--- config.mk ---
export PLATFORM = sky130hd
export DESIGN_NAME = seg_tdm_capture
export DESIGN_NICKNAME = d
export VERILOG_FILES = /design/src/rtl/seg_tdm_capture.sv
export SDC_FILE = /design/constraint.sdc
export NUM_CORES = 1
export LEC_CHECK = 0
export CAP_MARGIN = 30
export CORE_ASPECT_RATIO = 0.5
export CORE_MARGIN = 2
export CORE_UTILIZATION = 49
export CTS_CLUSTER_DIAMETER = 120
export DETAILED_ROUTE_END_ITERATION = 8
export GPL_TIMING_DRIVEN = 0
export PLACE_DENSITY = 0.73
export SYNTH_ARGS = -nofsm -noshare
export SYNTH_HDL_FRONTEND = slang
export SYNTH_SLANG_ARGS = --single-unit
--- constraint.sdc ---
create_clock -name clk -period 2.55 [get_ports clk]
set_clock_uncertainty 0.1 [all_clocks]
set_input_delay 0.255 -clock clk [delete_from_list [all_inputs] [get_ports clk]]
set_output_delay 0.255 -clock clk [all_outputs]
set_load 0.01 [all_outputs]
--- src/rtl/seg_tdm_capture.sv ---
// Recovers digit values from a multiplexed active-low seven-segment bus and publishes BCD frames.
// Define SEG_CAPTURE_HEX_EN to also decode the hex letters A..F.
module seg_tdm_capture #(
    parameter int unsigned NUM_DIGITS    = 4,
    parameter int unsigned STABLE_CYCLES = 4
) (
    input  logic                      clk,
    input  logic                      rst_n,
    input  logic [6:0]                seg,
    input  logic [NUM_DIGITS-1:0]     an,
    input  logic                      err_clr,
    output logic [4*NUM_DIGITS-1:0]   bcd,
    output logic [NUM_DIGITS-1:0]     blank,
    output logic [NUM_DIGITS-1:0]     invalid,
    output logic                      frame_valid,
    output logic                      err
);

    localparam int unsigned CNT_W   = $clog2(STABLE_CYCLES + 1);
    localparam int unsigned BCD_W   = 4 * NUM_DIGITS;
    localparam logic [CNT_W-1:0] CNT_MAX = CNT_W'(STABLE_CYCLES);

    // Decoded pattern: {invalid, blank, value[3:0]}
    function automatic logic [5:0] f_decode(input logic [6:0] p);
        logic [5:0] d;
        d = {2'b10, 4'h0};
        case (p)
            7'b1000000: d = {2'b00, 4'h0};
            7'b1111001: d = {2'b00, 4'h1};
            7'b0100100: d = {2'b00, 4'h2};
            7'b0110000: d = {2'b00, 4'h3};
            7'b0011001: d = {2'b00, 4'h4};
            7'b0010010: d = {2'b00, 4'h5};
            7'b0000010: d = {2'b00, 4'h6};
            7'b1111000: d = {2'b00, 4'h7};
            7'b0000000: d = {2'b00, 4'h8};
            7'b0010000: d = {2'b00, 4'h9};
            7'b1111111: d = {2'b01, 4'h0};
`ifdef SEG_CAPTURE_HEX_EN
            7'b0001000: d = {2'b00, 4'hA};
            7'b0000011: d = {2'b00, 4'hB};
            7'b1000110: d = {2'b00, 4'hC};
            7'b0100001: d = {2'b00, 4'hD};
            7'b0000110: d = {2'b00, 4'hE};
            7'b0001110: d = {2'b00, 4'hF};
`endif
            default:    d = {2'b10, 4'h0};
        endcase
        return d;
    endfunction

    logic [6:0]            r_seg;
    logic [NUM_DIGITS-1:0] r_an;
    logic [6:0]            r_seg_prev;
    logic [NUM_DIGITS-1:0] r_an_prev;
    logic [CNT_W-1:0]      r_cnt;
    logic                  r_slot_done;
    logic [NUM_DIGITS-1:0] r_seen;
    logic [BCD_W-1:0]      r_sh_bcd;
    logic [NUM_DIGITS-1:0] r_sh_blank;
    logic [NUM_DIGITS-1:0] r_sh_inv;
    logic [BCD_W-1:0]      r_bcd;
    logic [NUM_DIGITS-1:0] r_blank;
    logic [NUM_DIGITS-1:0] r_invalid;
    logic                  r_frame_valid;
    logic                  r_err;

    logic                  w_same;
    logic [CNT_W-1:0]      w_cnt_nxt;
    logic [NUM_DIGITS-1:0] w_sel;
    logic                  w_slot_ok;
    logic                  w_capture;
    logic                  w_seen_all;
    logic [5:0]            w_dec;

    // Input sample stage plus one-deep history for the stability compare
    always_ff @(posedge clk or negedge rst_n) begin
        if (!rst_n) begin
            r_seg      <= '0;
            r_an       <= '0;
            r_seg_prev <= '0;
            r_an_prev  <= '0;
        end else begin
            r_seg      <= seg;
            r_an       <= an;
            r_seg_prev <= r_seg;
            r_an_prev  <= r_an;
        end
    end

    always_comb begin
        w_same     = (r_seg == r_seg_prev) && (r_an == r_an_prev);
        w_cnt_nxt  = CNT_W'(1);
        if (w_same) begin
            w_cnt_nxt = (r_cnt == CNT_MAX) ? r_cnt : r_cnt + CNT_W'(1);
        end
        w_sel      = ~r_an;
        w_slot_ok  = $onehot(w_sel);
        w_capture  = w_same && (w_cnt_nxt == CNT_MAX) && w_slot_ok && !r_slot_done;
        w_seen_all = &r_seen;
        w_dec      = f_decode(r_seg);
    end

    // Stability counter and one-capture-per-slot guard
    always_ff @(posedge clk or negedge rst_n) begin
        if (!rst_n) begin
            r_cnt       <= '0;
            r_slot_done <= 1'b0;
        end else begin
            r_cnt <= w_cnt_nxt;
            if (!w_same) begin
                r_slot_done <= 1'b0;
            end else if (w_capture) begin
                r_slot_done <= 1'b1;
            end
        end
    end

    // Shadow frame and seen mask; seen clears on the publish edge
    always_ff @(posedge clk or negedge rst_n) begin
        if (!rst_n) begin
            r_sh_bcd   <= '0;
            r_sh_blank <= '0;
            r_sh_inv   <= '0;
            r_seen     <= '0;
        end else begin
            for (int i = 0; i < int'(NUM_DIGITS); i++) begin
                if (w_capture && w_sel[i]) begin
                    r_sh_bcd[4*i +: 4] <= w_dec[3:0];
                    r_sh_blank[i]      <= w_dec[4];
                    r_sh_inv[i]        <= w_dec[5];
                end
            end
            r_seen <= (w_seen_all ? '0 : r_seen) | (w_capture ? w_sel : '0);
        end
    end

    // Publish stage; err set takes priority over err_clr
    always_ff @(posedge clk or negedge rst_n) begin
        if (!rst_n) begin
            r_bcd         <= '0;
            r_blank       <= '0;
            r_invalid     <= '0;
            r_frame_valid <= 1'b0;
            r_err         <= 1'b0;
        end else begin
            r_frame_valid <= w_seen_all;
            if (w_seen_all) begin
                r_bcd     <= r_sh_bcd;
                r_blank   <= r_sh_blank;
                r_invalid <= r_sh_inv;
            end
            if (w_seen_all && (|r_sh_inv)) begin
                r_err <= 1'b1;
            end else if (err_clr) begin
                r_err <= 1'b0;
            end
        end
    end

    assign bcd         = r_bcd;
    assign blank       = r_blank;
    assign invalid     = r_invalid;
    assign frame_valid = r_frame_valid;
    assign err         = r_err;

endmodule

== Word level (Yosys, flattened, before mapping) ==
Index checks and enable logic that the tools add are counted.

* Logic and storage cells: 69
* Flip-flop bits (word level): 80
* Output and inout port bits: 26

* Add/sub/neg operators: 4
* Bitwise logic cells: 2
* Eq/ne operators: 16
* Reductions and logical operators: 14
* Mux-type cells: 9

{| class="wikitable"
|+ Operator list
! cell !! count
|-
| $pmux W6 S11 || 1
|-
| $eq A7 B7 Y1 const B || 4
|-
| $eq A7 B5 Y1 const B || 3
|-
| $eq A7 B6 Y1 const B || 2
|-
| $logic_and A1 B1 Y1 || 9
|-
| $mux W4 || 2
|-
| $eq A7 B2 Y1 const B || 1
|-
| $eq A7 B7 Y1 || 1
|-
| $logic_not A7 Y1 || 1
|-
| $eq A3 B3 Y1 const B || 2
|-
| $mux W3 || 2
|-
| $add A1 B1 Y2 || 2
|-
| $eq A4 B4 Y1 || 1
|-
| $mux W1 || 4
|-
| $not A4 Y4 || 1
|-
| $or A4 B4 Y4 || 1
|-
| $reduce_and A4 Y1 || 1
|-
| $reduce_or A4 Y1 || 1
|-
| $add A2 B2 Y3 || 1
|-
| $add A3 B1 Y3 const B || 1
|-
| $eq A3 B1 Y1 const B || 1
|-
| $ne A2 B1 Y1 const B || 1
|-
| $reduce_bool A2 Y1 || 1
|-
| $logic_not A1 Y1 || 1
|}

== Depth between registers and ports, before layout ==
* Depth after elaboration: 9
* Gate-level depth with buffers: 9

== Worst setup path before layout ==
Ideal clock, no wire load.

* Kind: reg-to-reg
* From: reg r_an[0]
* To: reg r_sh_inv[2]
* Buffers on the path: 0
* Cell stages (with the launch flop): 10
* Arrival: 2.424 ns
* Setup time: 0.128 ns
* Period minus slack after synthesis: 2.652 ns
* Setup slack: -0.102 ns
* Path through: dfrtp_1 fa_1 inv_1 ha_1 ha_1 nor2_1 o211ai_1 nor3_2 nand3_2 mux2_1

* Word-level cells in the longest chain between the ends: 8

{| class="wikitable"
|+ RTL lines
! element !! RTL line !! text
|-
| start, declared || 53 || <nowiki>logic [NUM_DIGITS-1:0] r_an;</nowiki>
|-
| start signal, assigned || 85 || <nowiki>r_an <= an;</nowiki>
|-
| branches (longest 5 deep; another with $add A2 B2 Y3) || n/a ||
|-
| $logic_and A1 B1 Y1 (*) (2 in series) || 99 || <nowiki>w_capture = w_same && (w_cnt_nxt == CNT_MAX) && w_slot_ok && !r_slot_done;</nowiki>
|-
| $logic_and A1 B1 Y1 (*) || 128 || <nowiki>if (w_capture && w_sel[i]) begin</nowiki>
|-
| end signal, assigned by index || 131 || <nowiki>r_sh_inv[i] <= w_dec[5];</nowiki>
|-
| end, declared || 61 || <nowiki>logic [NUM_DIGITS-1:0] r_sh_inv;</nowiki>
|}

Every way passes the cells marked *.
A chain may end at the register's enable or synchronous reset.

== Worst setup path in the final report ==
Same ends and word-level chain as after synthesis.

==> key figures <==
Clock tree
  – Clock H-tree levels: 3
  – Worst-skew pair later-pin latency: 0.33 ns
  – Clock buffer count from CTS: 9
  – Clock root cell: clkbuf_16
  – Clk sinks: 80
  – Clk slew on worst S/H paths: 0.06 ns
  – CTS tree: built
  – CTS Buffer Depth: 2

Hold path
  – Hold Path End: r_an[1]
  – Tightest Hold Check Type: input port to flop
  – Hold path depth: 1
  – Hold Path Origin: an[1]

Floorplan
  – Std-Cell Core Area: 6230 µm²
  – Die area: 7330 µm²
  – Die Ht: 61.6 µm
  – IO Count: 40
  – Initial Util: 52.1%
  – Die width: 119 µm
  – Row Count: 20

Synth
  – Synth warn: 0
  – Seq/Total Area, Yosys: 61.7%
  – Synth Instances: 281
  – Yosys reg bits: 80
  – Largest cells by area after synthesis: dfrtp_1, nand2_1, mux2_2
  – Yosys top cell area share: 61.7%
  – Syn Nets: 300
  – EDFF count, synth: 0
  – Synth cell types: 43
  – Async set-reset flop share out of synthesis: 100%
  – Cell taking the most area after synthesis: dfrtp_1
  – Area of the mapped netlist: 3250 µm²
  – Most used DFF post-synth: dfrtp_1
  – Syn avg cell area: 11.6 µm²

Timing
  – Worst rel slew slack: 52.8%
  – PnR worst setup slack: -0.147 ns
  – Hold Fails Final Rpt: 0
  – RSZ-0062 raised after global routing: true
  – Hold Slack: 0.257 ns
  – Final setup vio count: 24
  – Slew Limit Fails: 0
  – Max Clk Rate: 371 MHz
  – Min cycle time layout: 2.70 ns
  – Worst slew pin tran: 0.702 ns
  – Fin crit share: 106%
  – Post-Route Setup TNS: -2.66 ns

Placed design
  – Port bufs: 39
  – Dpl cell area: 3810 µm²
  – Dpl cells: 409
  – Post-DP HPWL: 4250 µm
  – Placer Congestion: 0.787

Final layout
  – Area Growth Syn to Fin: 31.3%
  – Fin area: 4260 µm²
  – Ant. Diodes: 0
  – Share of cells above drive strength 1: 20.3%
  – Final Non-Filler Cells: 432
  – Fin util: 68.4%
  – Fin nets: 358

Power and ir drop
  – Peak supply drop: 0.340 mV
  – PwrDens: 676 nW/µm²
  – Leakage power: 2.16 nW

Status
  – Outcome: complete, but fails checks
  – Failing checks: negative setup slack

Routing
  – DR pass1 iterations: 4
  – Via count of the routed design: 2,181
  – Routed wire per std cell: 14.5 µm
  – Drt total wl: 6260 µm
  – Final antenna-violating net count: 0
  – 1st-iter DRT viols: 137
  – Avg Vias per Cell: 5.05
  – DRC: 0

Setup path
  – Worst Setup End Kind: flop
  – Max FO, Critical Path: 7
  – Crit Path Category: flop to flop
  – Worst reg2reg path depth: 10
  – Worst R2R Setup Slack: -0.15 ns
  – Worst setup SP type: flop
  – Worst R2R End: r_sh_inv[2]
  – Critical Path AT: 2.81 ns
  – CP required: 2.66 ns
  – Worst reg2reg startpoint: r_an[0]

Global route
  – M1 GR Usage: 22.4%
  – Total gr overflow: 0
  – Most used routing layer in global routing: met2
  – GRT Resource Usage Total: 19.1%
  – GRT met3 Usage: 5.46%
  – Vias in the first global route: 2,240
  – First-pass GRT wire length: 10,500 µm
  – Antenna violations before repair: 0
  – Pin count of the biggest net entering global routing: 57
  – M2 GR Usage: 34.0%

Flow run
  – Max_cap viols: 0
==> power breakdown <==
| part | internal [W] | switching (W) | total, W |
|---|---|---|---|
| Combinational | 0.0000615 | 0.0000707 | 0.000132 |
| Sequential | 0.00129 | 0.0000116 | 0.00130 |
| Clock | 0.000963 | 0.000488 | 0.00145 |
==> cell usage in the layout (no fill, tap or decap), drive strengths merged, types with 4 or more instances in the layout <==
cell	netlist	final
xnor2	14	14
inv	7	9
nand3b	5	5
buf	7	15
clkbuf	5	15
clkdlybuf4s50	0	38
nor3	4	4
ha	4	4
nor2	4	4
mux2	24	24
nand3	5	5
dfrtp	80	80
nand2	88	88
==> logic make-up (layout without fill, tap and decap cells) <==
group,Yosys count,in the layout,share of synthesized area (%)
buf+inv,19,82,2.54
simple gates,123,123,17.8
mux,24,24,8.32
compound gates,16,16,3.78
flops,80,80,61.7
xor+xnor,14,14,3.78
fa+ha+maj,5,5,2.16
==> metrics by stage <==
step	worst slack, ns	total power, W
after floorplan	-0.0418	0.00138
after global placement	-1.38	0.00144
after detailed placement	-0.323	0.00145
after CTS	-0.200	0.00291
after global routing	-0.235	0.00298
final	-0.147	0.00288
==> timing repair <==
item,in CTS,in global routing
hold buffers,1,0
gates resized for setup,6,5
buffers inserted,3,3
endpoints found under the setup margin,27,28
endpoints found under the hold margin,24,0
pin swaps,4,3
==> per-layer routing <==
layer | routed length [µm] | vias up
met3 | 320 | 12
met4 | 112 | 0
met5 | 0 | -
met1 | 2810 | 1069
li1 | - | 1039
met2 | 3020 | 61
==> how the worst max path moves through the flow <==
stage | startpoint | end | slack, ns | depth (start not counted)
2_1_floorplan | r_an[0] | r_sh_inv[2] | -0.04 | 9
3_3_place_gp | rst_n | bcd[9] | -1.38 | 1
3_5_place_dp | r_an[0] | r_sh_inv[2] | -0.32 | 9
4_1_cts | r_an[1] | r_sh_inv[2] | -0.20 | 10
5_1_grt | r_an[0] | r_sh_inv[2] | -0.24 | 10
6_report | r_an[0] | r_sh_inv[2] | -0.15 | 10
==> synthesized netlist by cell type (4+ instances only) <==
| library cell | number |
|---|---|
| inv_1 | 6 |
| ha_1 | 4 |
| dfrtp_1 | 80 |
| nor2_1 | 4 |
| buf_2 | 6 |
| xnor2_1 | 14 |
| clkbuf_1 | 5 |
| mux2_2 | 23 |
| nand3_1 | 4 |
| nand2_1 | 88 |
==> cell type report <==
type,count,area (µm²)
flip-flops and latches,80,2000
fillers,441,1970
multi-input cells,182,1230
repair buffers,47,490
clock buffers,10,229
clock inverters,6,115
well taps,88,110
plain buffers,12,56.3
inverters,7,26.3
==> state kept, by name, indices dropped and copies added (netlist names), 4 cells and up <==
name / count
r_seg_prev: 7
r_sh_bcd: 16
r_seg: 7
blank: 4
r_sh_blank: 4
invalid: 4
r_an: 4
r_an_prev: 4
r_seen: 4
r_sh_inv: 4
bcd: 16
==> critical path: stages, from the launching register on <==
cell and delay, ns:
dfrtp_2 0.43, fa_1 0.54, inv_1 0.04, ha_2 0.18, ha_4 0.21, nor2_2 0.07
o211ai_1 0.16, nor3_4 0.19, buf_12 0.15, nand3_4 0.15, mux2_4 0.36
Power figures use the tool's default switching activity.
